File: config.mk
export PLATFORM = sky130hd
export DESIGN_NAME = fp32_to_fp16_arbiter
export DESIGN_NICKNAME = d
export VERILOG_FILES = /design/src/rtl/fp32_to_fp16_arbiter.sv
export SDC_FILE = /design/constraint.sdc
export NUM_CORES = 1
export LEC_CHECK = 0
export ABC_AREA = 1
export CAP_MARGIN = 20
export CORE_MARGIN = 1
export CORE_UTILIZATION = 35
export CTS_CLUSTER_SIZE = 8
export DETAILED_ROUTE_END_ITERATION = 16
export GPL_TIMING_DRIVEN = 1
export PLACE_DENSITY = 0.67
export SETUP_SLACK_MARGIN = 0.02
export SYNTH_ARGS = -nofsm -noshare
export SYNTH_HDL_FRONTEND = slang
export SYNTH_SLANG_ARGS = --single-unit
export TNS_END_PERCENT = 50
File: constraint.sdc
create_clock -name clk -period 3.5 [get_ports clk]
set_clock_uncertainty 0.15 [all_clocks]
set_input_delay 0.7 -clock clk [delete_from_list [all_inputs] [get_ports clk]]
set_output_delay 0.7 -clock clk [all_outputs]
set_load 0.01 [all_outputs]
File: src/rtl/fp32_to_fp16_arbiter.sv
// Round-robin sharing of one fp32->fp16 truncating converter among NUM_REQ requesters.
// Two registered stages (S1 operand, S2 result); results leave in acceptance order.
module fp32_to_fp16_arbiter #(
  parameter  int NUM_REQ = 4,
  localparam int ID_W    = (NUM_REQ > 1) ? $clog2(NUM_REQ) : 1
) (
  input  logic                    clk,
  input  logic                    rst_n,
  input  logic [NUM_REQ-1:0]      req_valid,
  input  logic [NUM_REQ*32-1:0]   req_data,
  output logic [NUM_REQ-1:0]      req_ready,
  output logic                    out_valid,
  output logic [15:0]             out_data,
  output logic [ID_W-1:0]         out_id,
  input  logic                    out_ready,
  output logic                    busy
);

  // Handshake: a transfer happens on a rising edge where valid & ready are both high.
  // req_ready may depend on req_valid; out_valid never depends on out_ready; a
  // stalled result (out_valid & ~out_ready) keeps out_data/out_id bit-stable.

  logic            s1_valid_q, s1_valid_d;
  logic [31:0]     s1_data_q,  s1_data_d;
  logic [ID_W-1:0] s1_id_q,    s1_id_d;
  logic            out_valid_q, out_valid_d;
  logic [15:0]     out_data_q,  out_data_d;
  logic [ID_W-1:0] out_id_q,    out_id_d;
  logic [ID_W-1:0] rr_ptr_q,    rr_ptr_d;

  logic            s2_adv;
  logic            s1_free;
  logic            found;
  logic [ID_W-1:0] grant_id;
  logic [ID_W:0]   idx;
  logic            accept;
  logic [31:0]     sel_data;
  logic [15:0]     conv_data;

  function automatic logic [15:0] fp32_to_fp16(input logic [31:0] f);
    logic        s;
    logic [7:0]  e;
    logic [22:0] m;
    logic [23:0] sig;
    logic [4:0]  sh;
    logic [15:0] res;
    s   = f[31];
    e   = f[30:23];
    m   = f[22:0];
    sig = {1'b1, m};
    sh  = '0;
    res = {s, 15'h0000};
    if (e == 8'hff) begin
      res = (m != 23'd0) ? {s, 5'h1f, 10'h200} : {s, 5'h1f, 10'h000};
    end else if (e >= 8'd143) begin
      res = {s, 5'h1f, 10'h000};
    end else if (e >= 8'd113) begin
      res = {s, 5'(e - 8'd112), m[22:13]};
    end else if (e >= 8'd103) begin
      // fp16 denormal: hidden-one significand shifted down, low bits dropped.
      sh  = 5'(8'd126 - e);
      res = {s, 5'h00, 10'(sig >> sh)};
    end
    return res;
  endfunction

  assign s2_adv  = s1_valid_q & (~out_valid_q | out_ready);
  assign s1_free = ~s1_valid_q | s2_adv;

  // First set req_valid bit at or after rr_ptr, wrapping.
  always_comb begin
    found    = 1'b0;
    grant_id = '0;
    idx      = '0;
    for (int k = 0; k < NUM_REQ; k++) begin
      idx = {1'b0, rr_ptr_q} + (ID_W+1)'(k);
      if (idx >= (ID_W+1)'(NUM_REQ)) idx = idx - (ID_W+1)'(NUM_REQ);
      if (!found && req_valid[idx[ID_W-1:0]]) begin
        found    = 1'b1;
        grant_id = idx[ID_W-1:0];
      end
    end
  end

  always_comb begin
    sel_data = '0;
    for (int i = 0; i < NUM_REQ; i++) begin
      if (ID_W'(i) == grant_id) sel_data = req_data[32*i +: 32];
    end
  end

  // Gated by rst_n so no grant is offered while reset is held.
  always_comb begin
    accept    = found & s1_free & rst_n;
    req_ready = '0;
    if (accept) req_ready[grant_id] = 1'b1;
  end

  assign conv_data = fp32_to_fp16(s1_data_q);

  always_comb begin
    s1_valid_d  = s1_valid_q;
    s1_data_d   = s1_data_q;
    s1_id_d     = s1_id_q;
    rr_ptr_d    = rr_ptr_q;
    out_valid_d = out_valid_q;
    out_data_d  = out_data_q;
    out_id_d    = out_id_q;
    if (accept) begin
      s1_valid_d = 1'b1;
      s1_data_d  = sel_data;
      s1_id_d    = grant_id;
      rr_ptr_d   = (grant_id == ID_W'(NUM_REQ-1)) ? '0 : grant_id + ID_W'(1);
    end else if (s2_adv) begin
      s1_valid_d = 1'b0;
    end
    if (s2_adv) begin
      out_valid_d = 1'b1;
      out_data_d  = conv_data;
      out_id_d    = s1_id_q;
    end else if (out_ready) begin
      out_valid_d = 1'b0;
    end
  end

  always_ff @(posedge clk or negedge rst_n) begin
    if (!rst_n) begin
      s1_valid_q  <= 1'b0;
      s1_data_q   <= '0;
      s1_id_q     <= '0;
      out_valid_q <= 1'b0;
      out_data_q  <= '0;
      out_id_q    <= '0;
      rr_ptr_q    <= '0;
    end else begin
      s1_valid_q  <= s1_valid_d;
      s1_data_q   <= s1_data_d;
      s1_id_q     <= s1_id_d;
      out_valid_q <= out_valid_d;
      out_data_q  <= out_data_d;
      out_id_q    <= out_id_d;
      rr_ptr_q    <= rr_ptr_d;
    end
  end

  assign out_valid = out_valid_q;
  assign out_data  = out_data_q;
  assign out_id    = out_id_q;
  assign busy      = s1_valid_q | out_valid_q;

endmodule

==> summary.md <==
| Metric | Value |
|---|---|
| Largest net degree at the start of global routing | `65` |
| DRC violations left | `0` |
| Global route overflow | `0` |
| Setup violators final | `0` |
| CTS tree | `built` |
| I/O Buffers | `158` |
| Layout area overhead | `42.20%` |
| Clock sink count | `56` |
| Initial drt markers | `275` |
| Fraction of layout cells with a size suffix above 1 | `10.04%` |
| WP data required | `2650 ps` |
| Die Ht | `119.7 um` |
| Placed Area | `0.006706 mm2` |
| I/O pins | `159` |
| Num CTS Buffers | `5` |
| Slew Limit Fails | `0` |
| Hold_buf cts | `0` |
| Ys flop type | `dfrtp_1` |
| Core Region | `0.01340 mm2` |
| DR pass1 iterations | `5` |
| Sum of negative setup slack | `0 ps` |
| Nets | `1099` |
| Final min period | `3390 ps` |
| Synth warn | `0` |
| Post-DP HPWL | `11770 um` |
| Vias in the first global route | `5365` |
| Startpoint Class | `input port` |
| Final WS setup | `109.6 ps` |
| Crit path kind | `in -> out` |
| Commonest non-fill, non-tap cell in the layout | `nand2_1` |
| Root Driver | `clkbuf_16` |
| Worst hold path class | `reg -> reg` |
| Initial Utilization | `36.20%` |
| Seq/Total Area, Yosys | `28.89%` |
| H-tree levels | `2` |
| Crit-path most repeated cell | `nand2_1` |
| Synth unique cells | `26` |
| Final ANT Viol Nets | `0` |
| Synthesized Nets | `948` |
| GRT Total Usage | `22.03%` |
| Worst-path cell chain | `clkdlybuf4s50_1, nand2_1, nand2_1, nand2_2, nand2_2, inv_1, nand2_1, nand2_1, nand2_1, nand3_2, inv_2, ha_2, inv_1, nor2_1, clkdlybuf4s15_2` |
| Chip width | `119.7 um` |
| First-pass GRT wire length | `25650 um` |
| Worst Setup End Kind | `output pin` |
| Most frequent cells in the layout | `nand2_1, clkdlybuf4s50_1, nand3_1` |
| Hold Vio Cnt, Final | `0` |
| Final period util | `96.87%` |
| Dpl ws | `-317.0 ps` |
| Leak | `3.205 nW` |
| Fin area | `0.006898 mm2` |
| Unrepaired setup endpoints after global routing | `yes` |
| Post-synthesis register bit count | `56` |
| Largest delay contributor family on the critical path | `buffers and inverters` |
| Maxcap violations | `0` |
| Outcome | `completed` |
| Worst-path fanout max | `3` |
| Vias per cell | `4.913` |
| Post-synth EDFFs | `0` |
| Inserted Diodes | `0` |
| Post-Syn Instances | `804` |
| Wirelength per Cell | `13.16 um` |
| Clock slew at reported path FFs | `70 ps` |
| CP peak stage delay | `500 ps` |
| Routability Congestion | `0.8862` |
| Latest clock arrival within the worst-skew pair | `290 ps` |
| Pwr Total | `0.008488 W` |
| Pwr dens | `1230 mW/mm2` |
| Critical path buffers and inverters | `5` |
| FFs w/ async S/R, synth | `100.0%` |
| Mean Syn Cell Area | `6.033 um2` |
| Initial antenna violation count | `0` |
| CP arrival | `2540 ps` |
| Total number of vias | `5562` |
| Worst R2R Setup Slack | `390 ps` |
| Worst vdd ir | `0.6790 mV` |
| Slew @ Worst Pin | `842.1 ps` |
| Post-Route WL | `14900 um` |
| Relative max-transition margin | `43.73%` |
| Max Freq | `295.0 MHz` |
| Slowest cell on the critical path | `clkdlybuf4s50_1` |
| Site row count | `42` |
| Area of the die | `0.01433 mm2` |
| Final hold slack | `330.3 ps` |
| Cell Area, Synth | `0.004851 mm2` |
| CTS Buffer Depth | `2` |
[cell families after synthesis]
family | Yosys count | share of synthesized area (%)
AND/OR/NAND/NOR | 474 | 41.53
AO/OA/AOI/OAI | 156 | 17.23
buffers and inverters | 107 | 9.363
flip-flops | 56 | 28.89
adder cells (fa/ha/maj) | 9 | 2.321
XOR/XNOR | 2 | 0.6708
[worst paths after layout]
check	from	end	cells past startpoint
min in group asynchronous	rst_n	s1_data_q[27]	2
worst max-delay path	req_valid[2]	req_ready[3]	15
worst min-delay path	out_id[1]	out_id[1]	2
max in group asynchronous	rst_n	s1_data_q[14]	2
worst max register to register	rr_ptr_q[0]	s1_data_q[30]	20
worst min register to register	out_id[1]	out_id[1]	2
[flip-flops by register name (all words and copies together) (netlist names)]
| signal | cells |
|---|---|
| s1_valid_q | 1 |
| rr_ptr_q | 2 |
| out_data | 16 |
| s1_id_q | 2 |
| out_valid | 1 |
| s1_data_q | 32 |
| out_id | 2 |
[worst register-to-register path: cells and delay by family (launching register included)]
family / cells / cell delay (ps)
flip-flops: 1 / 620
adder cells (fa/ha/maj): 1 / 200
buffers and inverters: 5 / 630
AO/OA/AOI/OAI: 3 / 370
AND/OR/NAND/NOR: 11 / 1070
[synthesized netlist by cell type (2+ instances only)]
cell type  count  area, um2
buf_6          5      56.30
dfrtp_1       56       1401
ha_1           9      112.6
inv_1         56      210.2
nor2_4         2      22.52
o21ai_0       66      330.3
nand4_1        8      50.05
buf_2         12      60.06
nor2_1        21      78.83
a21oi_1       49      245.2
nand2_1      306       1149
o21ai_1       26      130.1
inv_2          3      11.26
nand2_2       16      100.1
clkbuf_1      25      93.84
nand3_1      117      585.6
buf_1          5      18.77
o21ai_2       14      122.6
[layer usage]
metal  part of all wire [%]  track usage, %  vias to the layer above
met3                    5.1           3.042                       19
li1                       -               -                     2931
met4                    1.7           6.484                        0
met2                     46           35.69                      170
met5                      0               0                        -
met1                     47           30.39                     2442
[power by group]
group	internal, W	switching, W
registers	0.000954	0.000236
logic	0.00268	0.00411
clock network	0.000267	0.000239
[what timing repair did]
item | 4_1_cts | 5_1_grt
setup endpoints to repair | 4 | 31
buffers inserted | 0 | 2
resized for setup | 11 | 14
pin swaps | 0 | 3
[metrics by stage]
step | utilization [%] | cells
global route | 51.48 | 1132
CTS | 51.22 | 1130
floorplan | - | 804
global placement | 50.05 | 1122
detailed placement | 50.05 | 1122
finish | 51.48 | 1132
[layout make-up]
cell class | count | area (um2)
timing repair buffer | 191 | 1868
multi-input combinational | 641 | 3034
inverter | 60 | 225.2
sequential | 56 | 1401
clock inverter | 3 | 23.77
clock buffer | 5 | 125.1
tap | 176 | 220.2
fill | 1383 | 6502
(Power assumes the default switching activity.)
==> RTL edit: new RTL, same settings <==
Set the parameter `NUM_REQ` to 8 (it was 4).
--- a/src/rtl/fp32_to_fp16_arbiter.sv
+++ b/src/rtl/fp32_to_fp16_arbiter.sv
@@ -2,5 +2,5 @@
 // Two registered stages (S1 operand, S2 result); results leave in acceptance order.
 module fp32_to_fp16_arbiter #(
-  parameter  int NUM_REQ = 4,
+  parameter  int NUM_REQ = 8,
   localparam int ID_W    = (NUM_REQ > 1) ? $clog2(NUM_REQ) : 1
 ) (
Interface: changed (resized out_id, req_data, req_ready and req_valid); port bits go from 159 to 296. No check against the original RTL was run, so the function may have changed too.
==> RTL edit against the original RTL <==
The flow now finishes with violations (setup timing); synthesized cell count grew 92%; via count is 91% higher; highest routed layer unchanged; cell area rose by 84%; largest cell class unchanged; sequential cell count is 3 higher; routed wire length increased by 120%; synthesized area is 67% higher; fmax shrank 9.3%; worst setup slack lost 0.35 ns.
Power is left out: the tool's default activity adds up to more than one toggle a clock period on the data nets, which glitch-free logic cannot reach.
==> RTL edit: results (changes against the original RTL) <==
- Run status: complete, but fails checks
- Failing checks: setup timing
- Critical path fanouts, max: 7 (+4)
- Sink Count: 59 (+5.4%)
- Final worst slack: -0.2374 ns (-0.3470 ns)
- Worst Hold Endpoint: s1_data_q[8]
- Count of non-CTS buffers in the layout: 398 (+110%)
- CP top delay family: simple AND/OR/NAND/NOR gates
- Initial antenna violation count: 6 (+6)
- Mux contribution to synthesized area: 0.01607 (+0.01607)
- Synth Area in Compound Gates: 0.1366 (-0.03567)
- Crit path largest cell delay: 0.44 ns (-0.06 ns)
- Syn_nets: 1818 (+92%)
- Final setup viols: 40 (+40)
- Setup TNS: -6.549 ns (-6.549 ns)
- Reg-to-reg endpoint: s1_data_q[29]
- Adder-Cell Fraction of Synth Area: 0.01391 (-0.009303)
- Vias in the first global route: 10300 (+92%)
- Max reg flops: 32 (unchanged)
- Pre-CTS setup slack: -0.8372 ns (-0.5202 ns)
- Seq/Total Area, Yosys: 0.1824 (-0.1065)
- First-pass GRT wire length: 53.00 mm (+110%)
- Comb_multi_in: 1108 (+73%)
- CTS buffer count: 9 (+4)
- Via/cell ratio: 4.953 (+0.82%)
- Htree depth: 3 (+1)
- Xor/xnor cell area share of the yosys netlist: 0.007419 (+0.0007126)
- Beginning of the worst hold path: s1_data_q[8]
- PortBufs: 295 (+87%)
- Crit path to: req_ready[7]
- Wirelength per Cell: 15.57 um (+18%)
- Synth area leaders: nand2_1 27%, dfrtp_1 18%, inv_1 8.6%, nand3_1 8.5%, o21ai_0 6.9%
- WP data arrival: 2.89 ns (+0.35 ns)
- Clk Latency, worst-skew pair: 0.33 ns (+0.04 ns)
- Vias: 10650 (+91%)
- Crit-path slowest cell: dfrtp_2
- Cells on worst reg2reg path: 29 (+45%)
- Total Routing Usage GR: 0.2809 (+0.06064)
- Clkbuf count: 10 (+5)
- Final hold slack: 0.3372 ns (+0.006823 ns)
- Fill count: 2294 (+66%)
- CP Launch Point: rr_ptr_q[0]
- Rel. slew slack: 0.4967 (+0.05938)
- Worst Hold Class: flop to flop
- Number of DRC markers in iteration 0: 646 (+130%)
- Post-route core utilization: 0.5598 (+0.04502)
- Post-Synthesis Cells: 1542 (+92%)
- Post-DP Area: 11720 um^2 (+75%)
- Reg area: 1480 um^2 (+5.6%)
- Final net count: 2130 (+94%)
- Antenna cells: 6 (+6)
- Share of cells above drive strength 1: 0.1716 (+0.07118)
- R2R Setup Slk: -0.23 ns (-0.62 ns)
- Commonest cells in the netlist: 586 x nand2_1, 186 x inv_1, 138 x nand3_1, 112 x o21ai_0, 85 x inv_2
- Share of Yosys cell area claimed by the top area cell type: 0.2717 (-0.01717)
- Buffer share of cell area: 0.3126 (+0.04175)
- Clk cell area share: 0.02587 (+0.004281)
- Multi-input combinational area share: 0.4314 (-0.008435)
- Syn Area/Cell: 5.250 um^2 (-13%)
RTL edit: cell count changes in the layout (fill, tap and decap cells not counted), moves of 13 or more:
cell,unedited run,this run
a21oi_1,49,20
buf_4,28,76
clkdlybuf4s50_1,153,278
inv_1,54,185
inv_2,5,81
mux2i_1,0,13
nand2_1,305,540
nand2_2,17,46
nand4_1,8,40
nor2_1,20,74
o21ai_0,63,106
o21ai_1,26,54
RTL edit: what timing repair did:
item / in CTS / in global routing
setup buffers: 13 / 5
endpoints found under the setup margin: 40 / 40
cloned: 1 / 2
resized for setup: 113 / 45
endpoints found under the hold margin: 0 / 0
pin swaps: 41 / 18
RTL edit: layer usage:
layer | vias up | track usage | part of all wire
met3 | 79 | 0.04143 | 0.059
met5 | - | 0 | 0
li1 | 5404 | - | -
met1 | 4765 | 0.3526 | 0.43
met2 | 402 | 0.4771 | 0.47
met4 | 0 | 0.1214 | 0.044
